`config.mk`:
```
export PLATFORM = sky130hd
export DESIGN_NAME = sys_result_drain
export DESIGN_NICKNAME = d
export VERILOG_FILES = /design/src/rtl/sys_result_drain_pkg.sv /design/src/rtl/sys_result_drain_skew_delay.sv /design/src/rtl/sys_result_drain.sv
export SDC_FILE = /design/constraint.sdc
export NUM_CORES = 1
export LEC_CHECK = 0
export CORE_MARGIN = 5
export CORE_UTILIZATION = 40
export CTS_CLUSTER_SIZE = 10
export DETAILED_ROUTE_END_ITERATION = 10
export GPL_TIMING_DRIVEN = 1
export MAX_ROUTING_LAYER = met4
export PLACE_DENSITY = 0.61
export SETUP_SLACK_MARGIN = 0.3
export SLEW_MARGIN = 40
export SYNTH_ARGS = -nofsm -noshare
export SYNTH_HDL_FRONTEND = slang
export SYNTH_SLANG_ARGS = --single-unit
```
`constraint.sdc`:
```
create_clock -name clk -period 7.7 [get_ports clk]
set_clock_uncertainty 0.1 [all_clocks]
set_input_delay 0.77 -clock clk [delete_from_list [all_inputs] [get_ports clk]]
set_output_delay 0.77 -clock clk [all_outputs]
set_load 0.02 [all_outputs]
```
`src/rtl/sys_result_drain_pkg.sv`:
```
// Shared configuration for the result drain: default array geometry and
// the drain controller state type.
package Config;

  localparam int unsigned sys_cols   = 3;
  localparam int unsigned P_BITWIDTH = 16;

  typedef enum logic [1:0] {
    ST_IDLE    = 2'd0,
    ST_COLLECT = 2'd1,
    ST_DRAIN   = 2'd2,
    ST_DONE    = 2'd3
  } drain_state_e;

endpackage

```
`src/rtl/sys_result_drain_skew_delay.sv`:
```
// One column's valid+data delay line; STAGES=0 is a straight pass-through.
// Valid bits are reset, data bits are not.
module skew_delay #(
  parameter int unsigned STAGES = 1,
  parameter int unsigned W      = 16
) (
  input  logic         clk,
  input  logic         rst,
  input  logic         in_valid,
  input  logic [W-1:0] in_data,
  output logic         out_valid,
  output logic [W-1:0] out_data
);

  if (STAGES == 0) begin : g_pass
    logic unused_clk_rst;
    assign unused_clk_rst = clk ^ rst;
    assign out_valid      = in_valid;
    assign out_data       = in_data;
  end else begin : g_pipe
    logic [STAGES-1:0]        v_q, v_d;
    logic [STAGES-1:0][W-1:0] d_q, d_d;

    always_comb begin
      v_d[0] = in_valid;
      d_d[0] = in_data;
      for (int unsigned i = 1; i < STAGES; i++) begin
        v_d[i] = v_q[i-1];
        d_d[i] = d_q[i-1];
      end
    end

    always_ff @(posedge clk or negedge rst) begin
      if (!rst) v_q <= '0;
      else      v_q <= v_d;
    end

    always_ff @(posedge clk) begin
      d_q <= d_d;
    end

    assign out_valid = v_q[STAGES-1];
    assign out_data  = d_q[STAGES-1];
  end

endmodule

```
`src/rtl/sys_result_drain.sv`:
```
// Systolic result drain: deskews per-column outputs into rows, buffers them in
// a fall-through FIFO and sequences a job. Build macro DRAIN_RELU_EN clamps
// negative output elements to zero.
module sys_result_drain
  import Config::*;
#(
  parameter int unsigned COLS  = sys_cols,
  parameter int unsigned PW    = P_BITWIDTH,
  parameter int unsigned DEPTH = 8,
  parameter int unsigned NW    = 16
) (
  input  logic                     clk,
  input  logic                     rst,
  input  logic                     start,
  input  logic [NW-1:0]            num_rows,
  input  logic [COLS-1:0]          in_valid,
  input  logic [COLS-1:0][PW-1:0]  in_data,
  output logic                     out_valid,
  input  logic                     out_ready,
  output logic [COLS-1:0][PW-1:0]  out_data,
  output logic                     busy,
  output logic                     done,
  output logic                     overflow,
  output logic                     skew_err
);

  localparam int unsigned AW       = $clog2(DEPTH);
  localparam logic [AW:0] FULL_CNT = (AW+1)'(DEPTH);

  logic [COLS-1:0]         al_valid;
  logic [COLS-1:0][PW-1:0] al_data;

  // Column c lags column 0 by c cycles, so it is held back COLS-1-c stages.
  for (genvar c = 0; c < COLS; c++) begin : g_col
    skew_delay #(
      .STAGES(COLS - 1 - c),
      .W     (PW)
    ) u_dly (
      .clk      (clk),
      .rst      (rst),
      .in_valid (in_valid[c]),
      .in_data  (in_data[c]),
      .out_valid(al_valid[c]),
      .out_data (al_data[c])
    );
  end

  drain_state_e            state_q, state_d;
  logic [NW-1:0]           rows_q, rows_d;
  logic [NW-1:0]           seen_q, seen_d;
  logic [AW-1:0]           wr_ptr_q, wr_ptr_d;
  logic [AW-1:0]           rd_ptr_q, rd_ptr_d;
  logic [AW:0]             cnt_q, cnt_d;
  logic                    ovf_q, ovf_d;
  logic                    skew_q, skew_d;
  logic [COLS-1:0][PW-1:0] mem_q [DEPTH];

  logic          row_all, row_part, fifo_empty, fifo_full;
  logic          push_req, push, pop;
  logic [NW-1:0] seen_inc;

  assign row_all    = &al_valid;
  assign row_part   = (|al_valid) & ~row_all;
  assign fifo_empty = (cnt_q == '0);
  assign fifo_full  = (cnt_q == FULL_CNT);
  assign push_req   = (state_q == ST_COLLECT) & row_all;
  assign pop        = ~fifo_empty & out_ready;
  // A full FIFO still takes the row when the consumer frees a slot this cycle.
  assign push       = push_req & (~fifo_full | pop);
  assign seen_inc   = seen_q + NW'(1);

  always_comb begin
    state_d  = state_q;
    rows_d   = rows_q;
    seen_d   = seen_q;
    wr_ptr_d = wr_ptr_q;
    rd_ptr_d = rd_ptr_q;
    cnt_d    = cnt_q;
    ovf_d    = ovf_q;
    skew_d   = skew_q;

    if (push) wr_ptr_d = wr_ptr_q + 1'b1;
    if (pop)  rd_ptr_d = rd_ptr_q + 1'b1;
    case ({push, pop})
      2'b10:   cnt_d = cnt_q + 1'b1;
      2'b01:   cnt_d = cnt_q - 1'b1;
      default: cnt_d = cnt_q;
    endcase

    case (state_q)
      ST_IDLE: begin
        if (start) begin
          rows_d  = num_rows;
          seen_d  = '0;
          ovf_d   = 1'b0;
          skew_d  = 1'b0;
          state_d = (num_rows != '0) ? ST_COLLECT : ST_DONE;
        end
      end
      ST_COLLECT: begin
        if (row_all) begin
          seen_d = seen_inc;
          if (!push) ovf_d = 1'b1;
          if (seen_inc == rows_q) state_d = ST_DRAIN;
        end else if (row_part) begin
          skew_d = 1'b1;
        end
      end
      ST_DRAIN: begin
        if (fifo_empty) state_d = ST_DONE;
      end
      ST_DONE: begin
        state_d = ST_IDLE;
      end
      default: state_d = ST_IDLE;
    endcase
  end

  always_ff @(posedge clk or negedge rst) begin
    if (!rst) begin
      state_q  <= ST_IDLE;
      rows_q   <= '0;
      seen_q   <= '0;
      wr_ptr_q <= '0;
      rd_ptr_q <= '0;
      cnt_q    <= '0;
      ovf_q    <= 1'b0;
      skew_q   <= 1'b0;
    end else begin
      state_q  <= state_d;
      rows_q   <= rows_d;
      seen_q   <= seen_d;
      wr_ptr_q <= wr_ptr_d;
      rd_ptr_q <= rd_ptr_d;
      cnt_q    <= cnt_d;
      ovf_q    <= ovf_d;
      skew_q   <= skew_d;
    end
  end

  always_ff @(posedge clk) begin
    if (push) mem_q[wr_ptr_q] <= al_data;
  end

  always_comb begin
    out_data = mem_q[rd_ptr_q];
`ifdef DRAIN_RELU_EN
    for (int unsigned c = 0; c < COLS; c++) begin
      if (mem_q[rd_ptr_q][c][PW-1]) out_data[c] = '0;
    end
`endif
  end

  assign out_valid = ~fifo_empty;
  assign busy      = (state_q != ST_IDLE);
  assign done      = (state_q == ST_DONE);
  assign overflow  = ovf_q;
  assign skew_err  = skew_q;

endmodule

```
# == Word-level counts from Yosys, hierarchy flattened ==
# Memories as Yosys holds them, arrays and structs flattened.
# Index checks and enable logic that the tools add are counted.
# totals
word_cells,73
in_bits,71
regBits,97
memories,1
mem_bits_rw,384
# mem_list
name,words,width,read_ports,rd_ports_with_merged_regs,write_ports,line_no,text
mem_q,8,48,1,0,1,sys_result_drain.sv:56,logic [COLS-1:0][PW-1:0] mem_q [DEPTH];
# op_classes
reduce_logical,13
bitwise_logic,8
eq_ne,14
muxes,19
addsub,5
# ops
operator,n
two-way mux 16 bit,2
case mux 16 bit (2 select lines),1
"adder 16 x 1 -> 16 bit, second input constant",1
equality test 16 bit,1
nonzero test 16 bit,1
"inequality test 2 bit, second input constant",6
AND reduction 4 bit,3
two-way mux 2 bit,5
case mux 2 bit (4 select lines),1
case mux 4 bit (2 select lines),1
two-way mux 1 bit,7
"adder 3 x 1 -> 3 bit, second input constant",2
"equality test 2 bit, second input constant",3
AND reduction 3 bit,2
nonzero test 2 bit,3
"adder 4 x 1 -> 4 bit, second input constant",1
AND 1 bit,4
"equality test 2 x 1 -> 1 bit, second input constant",2
"equality test 4 bit, second input constant",1
zero test 4 bit,1
case mux 1 bit (2 select lines),2
"subtractor 4 x 1 -> 4 bit, second input constant",1
NOT 1 bit,3
OR reduction 3 bit,1
other kinds (4),4

# == Logic depth before layout (Yosys ltp) ==
# depth
ltp_word,8
mapped_depth,10
ltp_nobuf,10

# == Modules after synthesis ==
# Synthesis repeated with hierarchy kept, for this count alone.
# hier_totals
cells_unflattened,908
hier_area_um2,18282.5
# modules_own_cells
mod,area_per_inst_um2,n_inst,cells_per_inst
sys_result_drain,17118.9,1,840
skew_delay (g_col[0].u_dly),690.7,1,34
skew_delay (g_col[1].u_dly),345.3,1,17
skew_delay (g_col[2].u_dly),127.6,1,17

# == Least setup slack after synthesis ==
# No wires, ideal clock.
# synth_path
kind,input port to flip-flop
startpoint,input port in_valid[2]
endpoint,"memory mem_q[1][0] (netlist bit), enable pin"
slack_ns,0.892
t_arrival_ns,6.135
cell_stages,3
cell_sequence,nand4_1 -> a31oi_1 -> nor4bb_1
# synth_via
elab_chain_cells,5
# synth_rtl
item,line_no,text
start: declaration,sys_result_drain.sv:16,"input logic [COLS-1:0] in_valid,"
AND reduction 3 bit,sys_result_drain.sv:62,assign row_all = &al_valid;
AND 1 bit,sys_result_drain.sv:66,assign push_req = (state_q == ST_COLLECT) & row_all;
AND 1 bit,sys_result_drain.sv:69,assign push = push_req & (~fifo_full | pop);
two-way mux 1 bit,sys_result_drain.sv:142,if (push) mem_q[wr_ptr_q] <= al_data;
two-way mux 1 bit (not written as such),sys_result_drain.sv:142,
end: declaration,sys_result_drain.sv:56,
# Every way passes these cells.

==> impl_metrics.csv <==
group,metric,value,unit
status,status,"finished clean",
logic_synthesis,syn-cell-area,18200,µm²
clock_tree,post_cts_buffers,0,
logic_synthesis,synth_most_common_cell,"edfxtp_1",
timing,slew_headroom,48.1,%
floorplan,die_w,223,µm
critical_path,reg2reg_from,"state_q[1]$_DFFE_PN0P_",
clock_tree,htree_levels,2,
routing,antenna_left,0,
place,port_buffers,123,
timing,fin_setup_tns,0,ns
clock_tree,cts_tree,"yes",
logic_synthesis,synthTopCellsByArea,"edfxtp_1, mux4_2, dfrtp_1",
layout,drive_gt1_share,24.1,%
logic_synthesis,synth_nets,971,
critical_path,crit_path_end_kind,"primary output",
timing,worst_slew_pin_slew,0.777,ns
place,dp.cells,1591,
clock_tree,cts_resized,0,
critical_path,path_class,"flop to primary output",
floorplan,ios,124,
clock_tree,worstSkewPairLatency,0.59,ns
timing,slew_violations,0,
logic_synthesis,syn-instance-count,889,
layout,nets,1130,
timing,period_share,58.3,%
critical_path,reg2reg_depth,8,
place,hpwl,20100,µm
floorplan,rows,78,
clock_tree,cts_made_buffers,55,
logic_synthesis,synth.ff_latch_count,481,
routing,via_per_inst,5.11,
logic_synthesis,synth_common_cells,"edfxtp_1, mux4_2, mux2_2",
logic_synthesis,synth_top_flop_cell,"edfxtp_1",
layout,finalInstanceArea,21800,µm²
global_route,overflow,0,
critical_path,path_max_fanout,32,
logic_synthesis,synth_seq_area_share,75.5,%
clock_tree,clock_path_buffers,3,
global_route,grt_first_pass_wirelength,55900,µm
timing,finalSetupViolCount,0,
floorplan,die_area,49800,µm²
critical_path,start_kind,"flop",
pwr,p_per_area,353,nW/µm²
critical_path,worstPathArrival,3.62,ns
global_route,antenna_found_initial,0,
clock_tree,path_clk_slew,0.05,ns
global_route,grt_pass1_vias,9391,
floorplan,coreArea,45200,µm²
timing,hold_viol,0,
floorplan,start_util,40.2,%
floorplan,fp.dieH,223,µm
layout,antennaDiodeCount,0,
place,preCtsSetupSlack,3.70,ns
logic_synthesis,syn_avg_cell_area,20.4,µm²
timing,fmax,223,MHz
place,place_area,20200,µm²
global_route,gr-usage-all-layers,14.9,%
critical_path,r2r_end,"mem_q[2][42]$_DFFE_PP_",
worst_hold_path,min_path_type,"input pin to asynchronous set/reset pin",
run,maxCapViolCount,0,
timing,fin_ws,3.21,ns
logic_synthesis,synth_top_area_share,63.5,%
timing,rsz0062_at_grt,"no",
routing,routedWlPerCell,21.1,µm
clock_tree,clkSinkCount,481,
logic_synthesis,synth_enable_flop_cells,384,
routing,drt_drc_violations_left,0,
layout,nFillCells,3747,
critical_path,reg2reg_slack,4.25,ns
logic_synthesis,yosysWarnings,0,
timing,fin_crit,4.49,ns
routing,via_count,8654,
logic_synthesis,synth_cell_types,51,
routing,wl,35800,µm
routing,drtIter0Drc,651,
routing,first_pass_iters,5,
clock_tree,cts_hold_buf,0,
critical_path,cp_data_required_time,6.83,ns
layout,fin_cells,1693,
global_route,grt_max_degree,66,
layout,synthToLayoutAreaGrowth,20.3,%
clock_tree,cts_root_buf,"clkbuf_16",
pwr,p_leak,7.28,nW
logic_synthesis,synth_area_leader_cell,"edfxtp_1",
pwr,vdd_ir_drop_max,0.000234,V
place,gp_congestion,0.826,
critical_path,startpoint,"rd_ptr_q[0]$_DFFE_PN0P_",
logic_synthesis,async_reset_ff_share,10.2,%
sequential cells by signal, indices dropped and copies added, names as in the netlist:
signal / cells
mem_q: 384
skew_err: 1
g_col.u_dly.out_valid: 1
cnt_q: 4
overflow: 1
rows_q: 16
wr_ptr_q: 3
g_col.u_dly.g_pipe.v_q: 2
seen_q: 16
g_col.u_dly.out_data: 32
rd_ptr_q: 3
g_col.u_dly.g_pipe.d_d: 16
state_q: 2
how the worst max path moves through the flow:
stage                                  to  slack [ns]
CTS                          out_data[18]        3.05
global placement             out_data[18]        3.58
detailed placement           out_data[18]        3.70
finish                       out_data[18]        3.21
global route                 out_data[18]        2.94
floorplan           mem_q[1][0]$_DFFE_PP_        0.89
routing by layer:
layer  track usage (%)  wire [µm]
met5                 -          0
met1              19.7      15900
met4              4.51        755
met3              2.84       1410
met2              23.8      17700
cell type report:
class                   instances  area, µm²  area share [%]
repair buffers                140       1390            6.38
well taps                     600        751            3.44
flip-flops and latches        481      13700            62.8
inverters                      10       37.5           0.172
clock buffers                  97       1570            7.16
multi-input cells             360       4330            19.8
clock inverters                 5       47.5           0.218
worst max-delay path, stage by stage (launching register included):
cell and delay [ns]:
dfrtp_4 0.66, buf_12 0.29, buf_4 0.57, mux4_2 0.58, mux2_2 0.32, clkdlybuf4s50_1 0.56
stage by stage:
stage | hold slack, ns | util, % | total power [mW]
floorplan | 0.210 | - | 4.64
global placement | 0.212 | 44.6 | 5.45
detailed placement | 0.213 | 44.8 | 5.49
CTS | 0.185 | 48.3 | 7.86
global route | 0.223 | 48.4 | 8.10
finish | 0.199 | 48.4 | 7.70
where the power goes:
part	switching [mW]	internal, mW	leakage [nW]
clock	0.957	1.37	0.770
combinational	1.01	1.20	2.04
sequential	0.217	2.95	4.47
total	2.19	5.52	7.28
cells by family (layout without fill, tap and decap cells):
group,Yosys count,count (layout),share of synthesized area [%]
AOI/OAI and AO/OA,57,57,1.93
xor gates and xnor gates,29,29,1.40
adders and majority gates,11,11,0.799
buffers and inverters,48,252,1.12
DFF,481,481,75.5
muxes,169,169,16.4
and+or+nand+nor,94,94,2.85
layout by cell type, fill, tap and decap left out, types with 7 or more instances in the layout:
master	instances
a21oi_1	14
buf_4	11
clkbuf_1	40
clkbuf_16	56
clkdlybuf4s50_1	122
dfrtp_1	46
dfxtp_1	48
edfxtp_1	384
ha_1	10
inv_1	10
mux2_2	66
mux2i_1	7
mux4_2	96
nand2_1	23
nand3_1	8
nor2_1	18
o21ai_0	21
xnor2_1	15
xor2_1	14
(Power assumes the default switching activity.)
